### src/rtl/subtractor_32_seq.sv
// Multi-cycle 32-bit unsigned subtractor, DIGIT_W bits per clock, start/busy/done handshake.
// Optional build macro SUB_SATURATE_EN: clamp D to zero when the result borrows (A < B).
module subtractor_32_seq #(
    parameter int DIGIT_W = 8
) (
    input  logic        clk,
    input  logic        rst_n,
    input  logic        start,
    input  logic [31:0] A,
    input  logic [31:0] B,
    output logic        busy,
    output logic        done,
    output logic [31:0] D,
    output logic        Bo,
    output logic [1:0]  dbg_state_o
);
    localparam int N = 32 / DIGIT_W;
    localparam logic [5:0] LAST_IDX = 6'(N - 1);

    typedef enum logic [1:0] {
        S_IDLE = 2'd0,
        S_RUN  = 2'd1,
        S_DONE = 2'd2
    } state_t;

    state_t      state_q, state_d;
    logic [31:0] a_q, a_d, b_q, b_d;
    logic [31:0] res_q, res_d, d_q, d_d;
    logic        borrow_q, borrow_d, bo_q, bo_d;
    logic [5:0]  idx_q, idx_d;

    logic               accept;
    logic               last_digit;
    logic [DIGIT_W:0]   digit_full;
    logic [DIGIT_W-1:0] digit;
    logic               digit_borrow;
    logic [31:0]        res_shift;

    // Handshake: start is only looked at in IDLE or DONE (ready); the edge that sees it
    // latches A/B, busy stays high for the N digit cycles, done pulses for one cycle.
    assign accept     = start && (state_q == S_IDLE || state_q == S_DONE);
    assign last_digit = (state_q == S_RUN) && (idx_q == LAST_IDX);

    // One extra MSB on the digit subtract: it goes high exactly when the digit borrows.
    assign digit_full   = {1'b0, a_q[DIGIT_W-1:0]} - {1'b0, b_q[DIGIT_W-1:0]}
                        - {{DIGIT_W{1'b0}}, borrow_q};
    assign digit        = digit_full[DIGIT_W-1:0];
    assign digit_borrow = digit_full[DIGIT_W];

    generate
        if (DIGIT_W == 32) begin : gen_single_digit
            assign res_shift = digit;
        end else begin : gen_multi_digit
            assign res_shift = {digit, res_q[31:DIGIT_W]};
        end
    endgenerate

    always_ff @(posedge clk or negedge rst_n) begin
        if (!rst_n) begin
            state_q <= S_IDLE;
        end else begin
            state_q <= state_d;
        end
    end

    always_comb begin
        state_d = state_q;
        case (state_q)
            S_IDLE:  if (start) state_d = S_RUN;
            S_RUN:   if (last_digit) state_d = S_DONE;
            S_DONE:  state_d = start ? S_RUN : S_IDLE;
            default: state_d = S_IDLE;
        endcase
    end

    always_comb begin
        busy        = (state_q == S_RUN);
        done        = (state_q == S_DONE);
        dbg_state_o = state_q;
    end

    always_comb begin
        a_d      = a_q;
        b_d      = b_q;
        res_d    = res_q;
        borrow_d = borrow_q;
        idx_d    = idx_q;
        d_d      = d_q;
        bo_d     = bo_q;
        if (accept) begin
            a_d      = A;
            b_d      = B;
            borrow_d = 1'b0;
            idx_d    = '0;
        end else if (state_q == S_RUN) begin
            a_d      = a_q >> DIGIT_W;
            b_d      = b_q >> DIGIT_W;
            res_d    = res_shift;
            borrow_d = digit_borrow;
            idx_d    = idx_q + 6'd1;
            if (last_digit) begin
`ifdef SUB_SATURATE_EN
                d_d = digit_borrow ? 32'h0000_0000 : res_shift;
`else
                d_d = res_shift;
`endif
                bo_d = digit_borrow;
            end
        end
    end

    always_ff @(posedge clk or negedge rst_n) begin
        if (!rst_n) begin
            a_q      <= '0;
            b_q      <= '0;
            res_q    <= '0;
            borrow_q <= 1'b0;
            idx_q    <= '0;
            d_q      <= '0;
            bo_q     <= 1'b0;
        end else begin
            a_q      <= a_d;
            b_q      <= b_d;
            res_q    <= res_d;
            borrow_q <= borrow_d;
            idx_q    <= idx_d;
            d_q      <= d_d;
            bo_q     <= bo_d;
        end
    end

    assign D  = d_q;
    assign Bo = bo_q;

endmodule
### config.mk
export PLATFORM = sky130hd
export DESIGN_NAME = subtractor_32_seq
export DESIGN_NICKNAME = d
export VERILOG_FILES = /design/src/rtl/subtractor_32_seq.sv
export SDC_FILE = /design/constraint.sdc
export NUM_CORES = 1
export LEC_CHECK = 0
export CAP_MARGIN = 40
export CORE_UTILIZATION = 31
export DETAILED_ROUTE_END_ITERATION = 8
export PLACE_DENSITY_LB_ADDON = 0.25
export SKIP_LAST_GASP = 1
export SLEW_MARGIN = 5
export SYNTH_ARGS = -nofsm -noshare
export SYNTH_HDL_FRONTEND = slang
export SYNTH_SLANG_ARGS = --single-unit
### constraint.sdc
create_clock -name clk -period 5.35 [get_ports clk]
set_clock_uncertainty 0.2 [all_clocks]
set_input_delay 1.07 -clock clk [delete_from_list [all_inputs] [get_ports clk]]
set_output_delay 1.07 -clock clk [all_outputs]
set_load 0.01 [all_outputs]
* Word-level counts from Yosys, hierarchy flattened
Cells that the tools add are included.
Storage, ports and cells: input port bits 67, output and inout port bits 37, register bits 138, logic and storage cells 37
Operators by class: equal/unequal tests 5, bitwise gates (word level) 1, reductions and logical operators 8, mux-type cells 12, add/sub/neg operators 3
Operators by type and width (number):
- $mux W32 | 4
- $mux W6 | 2
- $sub A8 B8 Y9 | 1
- $sub A9 B1 Y9 | 1
- $add A6 B1 Y6 const B | 1
- $eq A6 B2 Y1 const B | 1
- $pmux W2 S3 | 1
- $mux W2 | 2
- $reduce_and A2 Y1 | 2
- $mux W1 | 3
- $reduce_and A3 Y1 | 1
- $eq A2 B1 Y1 const B | 1
- $eq A2 B2 Y1 const B | 1
- $logic_and A1 B1 Y1 | 2
- $logic_not A2 Y1 | 1
- $ne A2 B1 Y1 const B | 1
- $ne A2 B2 Y1 const B | 1
- $reduce_bool A2 Y1 | 1
- $logic_or A1 B1 Y1 | 1
- $not A1 Y1 | 1

* Depth between registers and ports, before layout
Gate-level depths: netlist (run 1).
depth after elaboration 5, mapped depth 8, gate-level depth less buffers 8

* Least setup slack after synthesis (run 1)
Ideal clock, no wire load.
kind flip-flop to output port, start point register state_q[1], in the netlist dbg_state_o[1], end point output busy, required time 4080 ps, cell stages (with the launch flop) 6, path buffers 3, arrival time 1454 ps, setup slack 2626 ps, cells stage by stage dfrtp_1 -> nand2b_1 -> clkbuf_1 -> inv_2 -> clkbuf_1 -> clkbuf_1
On the way: word-level cells in the longest chain between the ends 1
Ends and longest elaborated chain:
- start, declared | RTL line 26 | state_t state_q, state_d;
- start signal, assigned | RTL line 62 | state_q <= state_d;
- $eq A2 B1 Y1 | RTL line 77 | busy = (state_q == S_RUN);
- end, declared | RTL line 11 | output logic busy,
Every way passes these cells.

* Worst setup path after layout (run 1)
start point register state_q[0], in the netlist dbg_state_o[0], end point output busy
The elaborated chain is that of the path after synthesis.

==> results_dict.tcl, run 1 <==
set metrics [dict create \
    outcome "finished clean" \
    die_w_um 136 \
    timing.final.crit_period_ns 3.13 \
    antenna_found_initial 0 \
    setup_ws_ns 2.22 \
    yosysUniqueCellTypes 38 \
    tightest_slew_ns 0.866 \
    yosysWarningCount 0 \
    fin_util_pct 42.3 \
    clkTransAtPathRegs_ns 0.05 \
    grt_start_max_net_pins 81 \
    initial_core_util_pct 31.9 \
    period_share_pct 58.4 \
    path_cells "nand2b_1 -> buf_4 -> inv_2 -> clkdlybuf4s50_1" \
    layout.nets 749 \
    cts-root-buf "clkbuf_16" \
    drtAntennaViolNets 0 \
    clock_latency_ns 0.41 \
    drc 0 \
    postCtsSetupBuffers 0 \
    final_layout_size_suffix_gt1_share_pct 5.91 \
    slew_violations 0 \
    critPathArrivalTime_ns 1.86 \
    cpMaxStageDelayCell "clkdlybuf4s50_1" \
    synthToLayoutAreaGrowth_pct 32.8 \
    crit_path_start_kind "flop" \
    clkPwrFrac_pct 22.5 \
    intPower_mw 3.03 \
    via_per_inst 4.68 \
    ir_drop_v 0.000369 \
    p_seq_share_pct 34.5 \
    grt_pass1_wl_mm 21.6 \
    p_comb_share_pct 43.1 \
    slowest_delay_ns 0.48 \
    ios 104 \
    setup_tns_ns 0 \
    drtIter0Drc 251 \
    criticalPathCategory "flop to primary output" \
    hold_class "flop to flop" \
    synth.largest_area_cell "dfrtp_1" \
    power_density_nw_per_um2 666 \
    finalHoldViolCount 0 \
    cts_buffers 17 \
    dieArea_um2 18400 \
    ys_ff_latch 130 \
    end_kind "primary output" \
    grt_overflow 0 \
    rsz0062_at_grt "false" \
    portBuffers 103 \
    cts_tree "yes" \
    power_mw 4.91 \
    synth_top_area_share_pct 58.6 \
    cap_violations 0 \
    cts_sinks 130 \
    ys.flop_type "dfrtp_1" \
    rows 48 \
    num_vias 4225 \
    place_congestion 0.760 \
    cts_hold_buf 0 \
    totalWireLength_mm 12.8 \
    cp_max_fo 36 \
    firstDrtPassIters 4 \
    grt_usage_pct 15.1 \
    netSwitchingFraction_pct 38.2 \
    switchingPower_mw 1.88 \
    clock.fmax_mhz 320 \
    dp_worst_setup_slack_ns 1.90 \
    grt_pass1_vias 4266 \
    setup-violations-final 0 \
    syn_area_um2 5550 \
    synth_edf_count 0 \
    htreeDepth 4 \
    layout_commonest_cell "nand2_1" \
    avgSynthCellArea_um2 9.76 \
    power_leakage_nw 3.52 \
    maxSlewHeadroom_pct 42.3 \
    hpwl_mm 8.73 \
    crit_required_ns 4.08 \
    cts-resized-gates 0 \
    die_h_um 136 \
    ys_seq_area_share_pct 58.6 \
    final_cell_mix "nand2_1 (227), dfrtp_1 (130), clkdlybuf4s50_1 (102)" \
    antennaDiodeCount 0 \
    async_flop_share_pct 100 \
    core_area_um2 17400 \
    netlist_instances 569 \
    synth_fp_nets 653 \
    cts_buffer_depth 2 \
    wl_per_cell_um 14.2 \
    yosys-top-cells-area "dfrtp_1 (59%), nand2_1 (15%), a22oi_1 (5.4%)" \
]
-- cell families (layout without fill, tap and decap cells) --
family                   count (synthesis)  after routing  synth area share [%]
AND/OR/NAND/NOR                        262            262                  18.8
flip-flops                             130            130                  58.6
AO/OA/AOI/OAI                           99             99                  13.5
buffers and inverters                   55            163                  4.06
adder cells (fa/ha/maj)                 17             17                  4.10
XOR/XNOR                                 6              6                 0.947
-- registers in the layout, summed over array words and instances, names as in the netlist --
| register | count |
|---|---|
| b_q | 32 |
| Bo | 1 |
| dbg_state_o | 2 |
| borrow_q | 1 |
| D | 32 |
| a_q | 32 |
| idx_q | 6 |
| res_q | 24 |
-- per-stage QoR --
step / area (µm²) / hold WS [ns] / instances
6_report: 7370 / 0.271 / 902
5_1_grt: 7370 / 0.291 / 902
4_1_cts: 7370 / 0.276 / 902
3_5_place_dp: 6810 / 0.263 / 871
3_3_place_gp: 6780 / 0.258 / 870
2_1_floorplan: 5550 / 0.239 / 569
-- metal layers --
layer  share of wire (%)  global-route usage (%)
met5                   0                       0
met1                  48                    20.2
met3                 5.2                    4.74
met2                  45                    23.2
met4                 1.6                    4.93
-- power by group through the flow --
stage | sequential, mW | clock [mW] | combinational [mW]
2_1_floorplan | 1.69 | 0 | 1.40
3_3_place_gp | 1.70 | 0 | 2.09
3_5_place_dp | 1.72 | 0 | 2.13
4_1_cts | 1.70 | 1.13 | 2.15
5_1_grt | 1.76 | 1.18 | 2.42
6_report | 1.69 | 1.10 | 2.11
-- layout make-up --
class                      instances  area (µm²)
tap                              225         282
fill                            1718       10000
clock buffer                      22         454
multi-input combinational        384        2090
timing repair buffer             110        1100
inverter                          22        83.8
sequential                       130        3250
clock inverter                     9         108
-- synthesized netlist by cell type (all sizes together) (2+ instances only) --
cell type and count:
nand2 227, dfrtp 130, a22oi 40, clkbuf 28
inv 21, o21ai 20, a22o 17, ha 15
nor3 11, a221o 8, nor2 6, buf 5
xnor2 5, nand3 4, nand4 4, nand2b 3
o211ai 3, o31ai 3, a211o 2, a21oi 2
fa 2, nor2b 2
-- worst max-delay path, delay by kind of cell, from the launching register on --
kind / cells / cell delay [ns]
buffers and inverters: 3 / 0.90
and+or+nand+nor: 1 / 0.10
DFF: 1 / 0.44
-- final timing paths --
path	startpoint	end	slack, ns	cells past startpoint
min in group asynchronous	rst_n	D[24]$_DFFE_PN0P_	0.38	1
hold / removal	D[21]$_DFFE_PN0P_	D[21]$_DFFE_PN0P_	0.27	2
hold reg to reg	D[21]$_DFFE_PN0P_	D[21]$_DFFE_PN0P_	0.27	2
max in group asynchronous	rst_n	a_q[7]$_DFFE_PN0P_	3.90	2
setup / recovery	dbg_state_o[0]$_DFFE_PN0P_	busy	2.22	4
setup reg to reg	dbg_state_o[1]$_DFFE_PN0P_	idx_q[2]$_DFFE_PN0P_	2.66	8
Note: power is estimated with default switching activity, not from simulation.
==> inputs of run 2 (changes only) <==
Clock period 5.35 ns to 3.1 ns, I/O delays scaled along.
==> results_dict.tcl, run 2 (synthesized netlist as in run 1, its figures left out) <==
set metrics [dict create \
    outcome "finished clean" \
    synthToLayoutAreaGrowth_pct 34.5 \
    drtAntennaViolNets 0 \
    critPathArrivalTime_ns 1.80 \
    slew_violations 0 \
    final_layout_size_suffix_gt1_share_pct 6.76 \
    cp_max_fo 7 \
    drtIter0Drc 272 \
    wl_per_cell_um 14.2 \
    grt_usage_pct 15.4 \
    grt_util_met3_pct 5.11 \
    crit_family "buffers and inverters" \
    grtUsageMet1_pct 20.0 \
    layout_commonest_cell "nand2_1" \
    seq_area_um2 3250 \
    cts_sinks 130 \
    core_area_um2 17400 \
    setup_ws_ns 0.484 \
    dp_worst_setup_slack_ns 0.579 \
    maxSlewHeadroom_pct 58.7 \
    crit_path_start_kind "flop" \
    cts_buffers 17 \
    cap_violations 0 \
    power_density_nw_per_um2 1170 \
    period_share_pct 84.4 \
    power_mw 8.74 \
    antenna_found_initial 0 \
    path_buf_inv 2 \
    place_congestion 0.813 \
    worstReg2RegEnd "D[31]$_DFFE_PN0P_" \
    layout.nets 751 \
    clock_latency_ns 0.42 \
    critPathLaunch "dbg_state_o[0]$_DFFE_PN0P_" \
    path_cells "nand2b_1 -> inv_2 -> clkdlybuf4s50_1" \
    final_cell_mix "nand2_1 (227), dfrtp_1 (130), clkdlybuf4s50_1 (102)" \
    totalWireLength_mm 12.8 \
    rr_startpoint "a_q[0]$_DFFE_PN0P_" \
    initial_core_util_pct 31.9 \
    rrSetupSlack_ns 0.53 \
    drc 0 \
    hpwl_mm 8.68 \
    rows 48 \
    htreeDepth 4 \
    rsz0062_at_grt "false" \
    tightest_slew_ns 0.619 \
    clkTransAtPathRegs_ns 0.06 \
    grt_start_max_net_pins 73 \
    dieArea_um2 18400 \
    power_leakage_nw 3.55 \
    r2r_cells 6 \
    top_usage_layer "met2" \
    cpMaxStageDelayCell "clkdlybuf4s50_1" \
    die_w_um 136 \
    ir_drop_v 0.000544 \
    criticalPathCategory "flop to primary output" \
    end_kind "primary output" \
    grt_pass1_wl_mm 21.7 \
    cp-endpoint "busy" \
    cts-root-buf "clkbuf_16" \
    setup_tns_ns 0 \
    portBuffers 103 \
    antennaDiodeCount 0 \
    timing.final.crit_period_ns 2.62 \
    clock.fmax_mhz 382 \
    postCtsSetupBuffers 0 \
    multi_input_area_um2 2090 \
    grt_overflow 0 \
    ios 104 \
    via_per_inst 4.74 \
    num-fill-cells 1707 \
    firstDrtPassIters 5 \
    path_depth 3 \
    hold_class "flop to flop" \
    slowest_delay_ns 0.56 \
    cts_tree "yes" \
    grt_pass1_vias 4314 \
    crit_required_ns 2.28 \
    num_vias 4292 \
    cts_buffer_depth 2 \
    setup-violations-final 0 \
    die_h_um 136 \
    grtUsageMet2_pct 23.6 \
    finalHoldViolCount 0 \
]
[run 2: changes by cell type in the layout (fill, tap and decap cells not counted)]
cell / previous run / this run
clkinvlp_4: 2 / 4
bufinv_16: 2 / 4
clkbuf_1: 4 / 0
clkbuf_8: 1 / 0
buf_12: 0 / 2
dlygate4sd3_1: 0 / 1
clkinv_4: 1 / 4
buf_16: 1 / 0
inv_6: 1 / 2
clkinv_2: 4 / 2
[run 2: cell type report]
class / count / share of cell area [%]
inverters: 22 / 1.12
flip-flops and latches: 130 / 43.6
clock buffers: 17 / 5.70
repair buffers: 112 / 15.1
clock inverters: 15 / 2.78
multi-input cells: 384 / 28.0
well taps: 225 / 3.77
[run 2: repair_timing]
item / in CTS / in global routing
endpoints found under the setup margin: 0 / 0
hold buffers: 1 / 0
hold endpoints to repair: 35 / 0
resized for setup: 0 / 0
[run 2: worst min-delay path, cell delays in order (launching register included)]
cell	delay, ns
dfrtp_1	0.34
nand2_1	0.05
nand2_1	0.05
[run 2: stage by stage]
stage	utilization (%)	area [µm²]	hold slack, ns	instances
finish	42.9	7470	0.271	905
global route	42.9	7470	0.287	905
CTS	42.9	7470	0.277	905
detailed placement	39.2	6820	0.252	872
global placement	39.2	6820	0.255	872
floorplan	-	5550	0.124	569
[run 2: per-layer routing]
layer / routed length (µm) / vias up
met1: 5920 / 2034
met4: 229 / 0
li1: - / 2113
met2: 5840 / 127
met3: 838 / 18
met5: 0 / -
[run 2: where the power goes]
part	internal [mW]	leakage, nW	switching (mW)
clock	1.35	0.296	0.762
sequential	2.47	1.64	0.461
combinational	1.59	1.61	2.12
total	5.40	3.55	3.34
[run 2: how the worst min path moves through the flow]
stage                          startpoint               endpoint  cells past startpoint
floorplan                           rst_n         Bo$_DFFE_PN0P_                      0
global placement    res_q[12]$_DFFE_PN0P_       D[4]$_DFFE_PN0P_                      2
detailed placement   res_q[9]$_DFFE_PN0P_       D[1]$_DFFE_PN0P_                      2
CTS                     D[15]$_DFFE_PN0P_      D[15]$_DFFE_PN0P_                      2
global route        res_q[12]$_DFFE_PN0P_  res_q[12]$_DFFE_PN0P_                      2
finish                  D[15]$_DFFE_PN0P_      D[15]$_DFFE_PN0P_                      2
==> inputs of run 3 (changes only) <==
Clock period 3.1 ns to 2.68 ns, I/O delays scaled along.
==> results_dict.tcl, run 3 (synthesized netlist as in run 1, its figures left out) <==
set metrics [dict create \
    timing.final.crit_period_ns 2.52 \
    cts_buffers 17 \
    grt_usage_pct 15.5 \
    rows 48 \
    ios 104 \
    grt_start_max_net_pins 80 \
    crit_required_ns 2.76 \
    rsz0062_at_grt "false" \
    cp_max_fo 3 \
    die_h_um 136 \
    clkTransAtPathRegs_ns 0.06 \
    finalHoldViolCount 0 \
    hold_class "flop to flop" \
    final_layout_size_suffix_gt1_share_pct 7.17 \
    place_area_um2 6860 \
    core_area_um2 17400 \
    dieArea_um2 18400 \
    hpwl_mm 8.79 \
    outcome "finished clean" \
    dp_worst_setup_slack_ns 0.0851 \
    grt_pass1_vias 4302 \
    cts_tree "yes" \
    antenna_found_initial 0 \
    grt_pass1_wl_mm 21.9 \
    setup_tns_ns 0 \
    p_comb_share_pct 43.7 \
    dp.cells 874 \
    cts-root-buf "clkbuf_16" \
    crit_path_start_kind "flop" \
    drtAntennaViolNets 0 \
    criticalPathCategory "flop to flop" \
    critPathArrivalTime_ns 2.60 \
    cts_buffer_depth 2 \
    htreeDepth 4 \
    num_vias 4295 \
    synthToLayoutAreaGrowth_pct 34.9 \
    clock_latency_ns 0.42 \
    wl_per_cell_um 14.2 \
    place_congestion 0.809 \
    antennaDiodeCount 0 \
    setup_ws_ns 0.165 \
    slew_violations 0 \
    intPower_mw 6.27 \
    fin_util_pct 43.0 \
    power_leakage_nw 3.56 \
    cap_violations 0 \
    totalWireLength_mm 12.9 \
    p_seq_share_pct 33.2 \
    maxSlewHeadroom_pct 52.0 \
    final_cell_mix "nand2_1 (227), dfrtp_1 (130), clkdlybuf4s50_1 (102)" \
    via_per_inst 4.73 \
    switchingPower_mw 3.88 \
    die_w_um 136 \
    grt_overflow 0 \
    portBuffers 103 \
    period_share_pct 93.9 \
    power_mw 10.1 \
    stdcell_count 908 \
    netSwitchingFraction_pct 38.2 \
    firstDrtPassIters 5 \
    layout_commonest_cell "nand2_1" \
    cts_sinks 130 \
    ir_drop_v 0.000654 \
    power_density_nw_per_um2 1350 \
    end_kind "flop" \
    layout.nets 754 \
    drc 0 \
    stdcell_area_um2 7490 \
    num-fill-cells 1707 \
    hold_slack_ns 0.272 \
    clock.fmax_mhz 398 \
    tightest_slew_ns 0.720 \
    clkPwrFrac_pct 23.1 \
    drtIter0Drc 224 \
    setup-violations-final 0 \
    initial_core_util_pct 31.9 \
]
==> run 3: changes by cell type in the layout (fill, tap and decap cells not counted), sizes merged <==
cell	delta
inv	-1
clkinvlp	+2
buf	+3
bufinv	-1
==> run 3: power groups by stage <==
| stage | Clock (mW) | Combinational [mW] | Sequential, mW |
|---|---|---|---|
| finish | 2.35 | 4.43 | 3.37 |
| global route | 2.50 | 5.04 | 3.49 |
| CTS | 2.40 | 4.46 | 3.38 |
| detailed placement | 0 | 4.43 | 3.41 |
| global placement | 0 | 4.25 | 3.37 |
| floorplan | 0 | 2.80 | 3.38 |
==> run 3: worst max-delay path, stage by stage, from the launching register on <==
cell and delay [ns]:
dfrtp_1 0.40, fa_1 0.47, fa_1 0.44, nor3b_1 0.32, o21ai_0 0.17, xnor2_1 0.26, o21ai_1 0.12
==> run 3: final cells by class <==
cell class              instances  area [µm²]  share of cell area (%)
clock buffers                  17         425                    5.68
clock inverters                15         186                    2.49
inverters                      22        83.8                    1.12
multi-input cells             384        2090                    27.9
flip-flops and latches        130        3250                    43.4
well taps                     225         282                    3.76
repair buffers                115        1170                    15.6
==> run 3: path summary, 6_finish.rpt <==
kind	startpoint	end	slack (ns)	cells after the start
max reg2reg	a_q[0]$_DFFE_PN0P_	D[30]$_DFFE_PN0P_	0.16	6
min reg2reg	res_q[15]$_DFFE_PN0P_	D[7]$_DFFE_PN0P_	0.27	2
min	res_q[15]$_DFFE_PN0P_	D[7]$_DFFE_PN0P_	0.27	2
max	a_q[0]$_DFFE_PN0P_	D[30]$_DFFE_PN0P_	0.16	6
max in group asynchronous	rst_n	a_q[16]$_DFFE_PN0P_	1.07	3
min in group asynchronous	rst_n	D[24]$_DFFE_PN0P_	0.46	2
==> run 3: metal layers <==
metal / global-route usage, % / up-vias / wire length (µm)
met5: 0 / - / 0
met4: 6.18 / 0 / 191
met3: 4.62 / 14 / 769
met2: 23.8 / 115 / 5790
li1: - / 2118 / -
met1: 20.5 / 2048 / 6140
==> run 3: what timing repair did <==
action | 4_1_cts | 5_1_grt
endpoints found under the hold margin | 56 | 0
gates resized for setup | 0 | 1
endpoints found under the setup margin | 0 | 2
buffers inserted | 0 | 1
hold buffers | 1 | 0
